`config.mk`:
```
export PLATFORM = sky130hd
export DESIGN_NAME = reg_file_scoreboard
export DESIGN_NICKNAME = d
export VERILOG_FILES = /design/src/rtl/reg_file_scoreboard.sv
export SDC_FILE = /design/constraint.sdc
export NUM_CORES = 1
export LEC_CHECK = 0
export CORE_ASPECT_RATIO = 0.75
export CORE_MARGIN = 4
export CORE_UTILIZATION = 55
export DETAILED_ROUTE_END_ITERATION = 12
export DONT_BUFFER_PORTS = 1
export PLACE_DENSITY = 0.71
export SLEW_MARGIN = 20
export SYNTH_ARGS = -nofsm -noshare
export SYNTH_HDL_FRONTEND = slang
export SYNTH_SLANG_ARGS = --single-unit
```
`constraint.sdc`:
```
create_clock -name clk -period 4.62 [get_ports clk]
set_input_delay 1.155 -clock clk [delete_from_list [all_inputs] [get_ports clk]]
set_output_delay 1.155 -clock clk [all_outputs]
set_load 0.01 [all_outputs]
```
`src/rtl/reg_file_scoreboard.sv`:
```
// 16 x DATA_W architectural register file with two bypassed combinational read
// ports, one clocked write port, and a pending-write scoreboard driving Stall.
module reg_file_scoreboard #(
  parameter int DATA_W = 16
) (
  input  logic              clk,
  input  logic              rst,
  input  logic [3:0]        SrcReg1,
  input  logic [3:0]        SrcReg2,
  input  logic              Src1Used,
  input  logic              Src2Used,
  output logic [DATA_W-1:0] SrcData1,
  output logic [DATA_W-1:0] SrcData2,
  input  logic              WriteReg,
  input  logic [3:0]        DstReg,
  input  logic [DATA_W-1:0] DstData,
  input  logic              IssueEn,
  input  logic [3:0]        IssueReg,
  output logic [15:0]       Busy,
  output logic              Stall
);
  localparam int NREG = 16;

  logic [DATA_W-1:0] r_regs [1:NREG-1];
  logic [NREG-1:1]   r_busy;

  logic [NREG-1:0]   w_src1_wl;
  logic [NREG-1:0]   w_src2_wl;
  logic [NREG-1:0]   w_dst_wl;
  logic [NREG-1:0]   w_dst_wl_nz;
  logic [NREG-1:0]   w_issue_wl;
  logic [DATA_W-1:0] w_rd_val [NREG];
  logic [DATA_W-1:0] w_rd1;
  logic [DATA_W-1:0] w_rd2;
  logic              w_bypass1;
  logic              w_bypass2;
  logic              w_pend1;
  logic              w_pend2;
  logic [NREG-1:1]   w_busy_next;

  // One-hot wordlines for both read ports, the write port and the issue port.
  genvar gi;
  generate
    for (gi = 0; gi < NREG; gi++) begin : g_dec
      assign w_src1_wl[gi]  = (SrcReg1 == 4'(gi));
      assign w_src2_wl[gi]  = (SrcReg2 == 4'(gi));
      assign w_dst_wl[gi]   = WriteReg & (DstReg == 4'(gi));
      assign w_issue_wl[gi] = IssueEn & ~Stall & (IssueReg == 4'(gi));
    end
  endgenerate

  // R0 is never stored, so the write wordline for it is masked off everywhere.
  assign w_dst_wl_nz = {w_dst_wl[NREG-1:1], 1'b0};

  assign w_rd_val[0] = '0;
  generate
    for (gi = 1; gi < NREG; gi++) begin : g_rd_val
      assign w_rd_val[gi] = r_regs[gi];
    end
  endgenerate

  always_comb begin
    w_rd1 = '0;
    w_rd2 = '0;
    for (int i = 0; i < NREG; i++) begin
      w_rd1 = w_rd1 | (w_rd_val[i] & {DATA_W{w_src1_wl[i]}});
      w_rd2 = w_rd2 | (w_rd_val[i] & {DATA_W{w_src2_wl[i]}});
    end
  end

  assign w_bypass1 = |(w_dst_wl_nz & w_src1_wl);
  assign w_bypass2 = |(w_dst_wl_nz & w_src2_wl);

  assign SrcData1 = w_bypass1 ? DstData : w_rd1;
  assign SrcData2 = w_bypass2 ? DstData : w_rd2;

  assign Busy = {r_busy, 1'b0};

  // Busy[0] is constant zero, so a source ID of 0 can never stall.
  assign w_pend1 = |(Busy & w_src1_wl);
  assign w_pend2 = |(Busy & w_src2_wl);
  assign Stall   = (Src1Used & w_pend1 & ~w_bypass1) |
                   (Src2Used & w_pend2 & ~w_bypass2);

  // A new producer issued in the same cycle as the old one retires keeps the bit set.
  always_comb begin
    w_busy_next = r_busy;
    for (int i = 1; i < NREG; i++) begin
      if (w_issue_wl[i]) begin
        w_busy_next[i] = 1'b1;
      end else if (w_dst_wl[i]) begin
        w_busy_next[i] = 1'b0;
      end
    end
  end

  always_ff @(posedge clk) begin
    if (rst) begin
      r_busy <= '0;
    end else begin
      r_busy <= w_busy_next;
    end
  end

  always_ff @(posedge clk) begin
    for (int i = 1; i < NREG; i++) begin
      if (rst) begin
        r_regs[i] <= '0;
      end else if (w_dst_wl_nz[i]) begin
        r_regs[i] <= DstData;
      end
    end
  end

endmodule

```
==> reports/qor.yml <==
floorplanning:
  dieArea_um2: 26800
  die_w_um: 187.7
  start_util_pct: 55.70
  core_um2: 23910
  row_count: 49
  io_pins: 87
  die_h_um: 142.8
sta:
  finalCriticalPeriod_ns: 4.266
  setup_slack_ns: 0.3541
  grt_setup_unrepaired: "false"
  max_clock_freq_mhz: 234.4
  slew_headroom_pct: 17.55
  worstMarginPinSlew_ns: 1.235
  hold_violations: 0
  period_share_pct: 92.33
  tns_ns: 0
  finClkSkew_ns: 0.006920
  setup_viol_count_final: 0
  slew_viol_final: 0
setup_path:
  start_kind: "input pin"
  path_cells: "nand2b_1 -> nor2_1 -> buf_4 -> buf_4 -> a22o_1 -> a221oi_1 -> nand3_1 -> nor2_1 -> a21oi_1 -> buf_4"
  cp_max_fo: 14
  endpoint_kind: "output pin"
  crit_type: "input pin to output pin"
  r2r_cells: 8
  crit_buf_inv: 3
  crit_cells: 10
  crit_arrival_ns: 3.11
  crit_path_frequent_cell: "buf_4"
  crit_family: "simple AND/OR/NAND/NOR gates"
  required_ns: 3.46
  max_stage_delay_ns: 0.44
  critPathSlowestCell: "nor2_1"
logic_synthesis:
  syn_inst: 1183
  synth_xor_area_share_pct: 0.2630
  synth_area_leaders: "edfxtp_1 (54%), and2_1 (11%), a22oi_1 (8.8%)"
  yosysSeqAreaShare_pct: 56.36
  async_reset_ff_share_pct: 0
  yosys.area_share.adder_pct: 0
  ys_ff_latch: 255
  avgSynthCellArea_um2: 11.26
  synth_top_area_share_pct: 54.11
  syn-cell-area_um2: 13320
  synth-simple-area-share_pct: 21.23
  synth_top_family_by_area: "simple AND/OR/NAND/NOR gates"
  synth.area.mux_share_pct: 0.6012
  yosysUniqueCellTypes: 50
  synth_edf_count: 240
  synth-compound-area-share_pct: 17.83
  yosysTopAreaCell: "edfxtp_1"
  synth_ff_type: "edfxtp_1"
  syn-num-nets: 1221
  yosys_warnings: 0
layout:
  layout_commonest_cell: "and2_1"
  synthToLayoutAreaGrowth_pct: 12.23
  final_util_pct: 62.52
  antenna_cells: 0
  fin_area_um2: 14950
  filler_cell_count: 1852
  layout.nets: 1239
  drive_above_1_share_pct: 13.19
  final_cell_mix: "and2_1 (241), edfxtp_1 (240), a22oi_1 (156)"
routing:
  wl_per_cell_um: 34.46
  drt-pass1-iter-count: 9
  vias: 11410
  drt-vias-per-instance: 7.472
  drcViolationCount: 0
  routed_wl_um: 52630
  drtAntennaViolNets: 0
  drt_iter0_drc: 2700
placement:
  port_buffers: 0
  place_hpwl_um: 31060
  place_ws_ns: 0.4567
  gp_congestion: 1.005
  dpl_cell_area_um2: 14080
clock_tree:
  clk_path_buf_depth: 3
  cts_tree: "done"
  cts_resized: 0
  clk_pin_slew_worst_paths_ns: 0.07
  root_buffer: "clkbuf_16"
  clk_latency_ns: 0.55
  postCtsSetupBuffers: 0
  clock-sinks: 255
  numCtsBuffers: 26
  htreeDepth: 1
  cts_hold_buf: 0
global_route:
  overflow: 0
  grt_max_degree: 33
  grtUsageTotal_pct: 38.00
  grt_pass1_vias: 10879
  antenna_found_initial: 0
  grt_pass1_wl_um: 74050
min_path:
  hold_path_depth: 1
  hold_path.class: "flop to flop"
run:
  cap_violations: 0
power_and_ir_drop:
  power_w: 0.005451
  power_leakage_nw: 5.291
  power.density_nw_per_um2: 364.7
  vdd_drop_max_v: 0.0002678
status:
  status: "completed"
==> power breakdown <==
group          total, W  internal [W]  switching [W]
Sequential      0.00276       0.00267      0.0000941
Combinational  0.000541      0.000188       0.000353
Clock           0.00215       0.00123       0.000921
==> synthesized netlist by cell type, types with 4 or more instances <==
cell and count:
and2_1 241, edfxtp_1 240, a22oi_1 156, nor2_1 94
clkbuf_1 74, nand3_1 54, a21oi_1 41, a222oi_1 33
a221oi_1 22, a22o_1 22, inv_1 20, nor3_1 19
dfxtp_1 15, nand4_1 15, a32o_1 14, nand2b_1 13
nand2_1 10, and3_1 8, buf_2 8, mux2i_1 8
nor2b_1 7, buf_4 6, nor3b_1 6, nor4_1 5
o21ai_0 5, buf_6 4, nor2_2 4, nor3_2 4
==> per-layer routing <==
layer / vias up / share of wire, % / GRT usage, %
li1: 4598 / - / -
met1: 5295 / 36 / 51.24
met3: 288 / 18 / 14.00
met2: 1227 / 41 / 55.17
met4: 2 / 6.0 / 17.61
met5: - / 0.086 / 1.224
==> worst paths after layout <==
path / start / endpoint / slack (ns)
worst min register to register: r_busy[13] / r_busy[13] / 0.61
worst max-delay path: SrcReg1[0] / SrcData1[2] / 0.35
worst max register to register: r_busy[10] / r_busy[11] / 2.68
worst min-delay path: r_busy[13] / r_busy[13] / 0.61
==> cell type report <==
class                           instances  area (µm²)  share of cell area [%]
Sequential cell                       255        7507                   50.22
Clock buffer                           28       679.4                   4.545
Multi-Input combinational cell        814        5482                   36.67
Clock inverter                         20       178.9                   1.197
Tap cell                              306       382.9                   2.561
Inverter                               20       75.07                  0.5022
Timing Repair Buffer                   84       643.1                   4.302
==> kinds of logic after synthesis <==
logic type	after synthesis
compound gates	305
xor+xnor	4
buf+inv	114
flops	255
mux	8
other cells	1
simple gates	496
==> worst register-to-register path: stages, from the launching register on <==
cell      delay (ns)
dfxtp_1         0.38
inv_1           0.09
o32ai_1         0.09
a222oi_1        0.22
o21ai_0         0.14
o31a_1          0.34
a32oi_4         0.19
buf_4           0.25
a32o_1          0.18
==> flip-flops by register name, indices dropped and copies added, names as in the netlist <==
register,flops
r_busy,15
r_regs,240
==> stage by stage <==
| stage | hold WS [ns] | instances |
|---|---|---|
| after CTS | 0.6119 | 1527 |
| after detailed placement | 0.5945 | 1479 |
| after global routing | 0.6409 | 1527 |
| final | 0.6148 | 1527 |
| after global placement | 0.5991 | 1479 |
| after floorplan | 0.5427 | 1183 |
(Power assumes the default switching activity.)
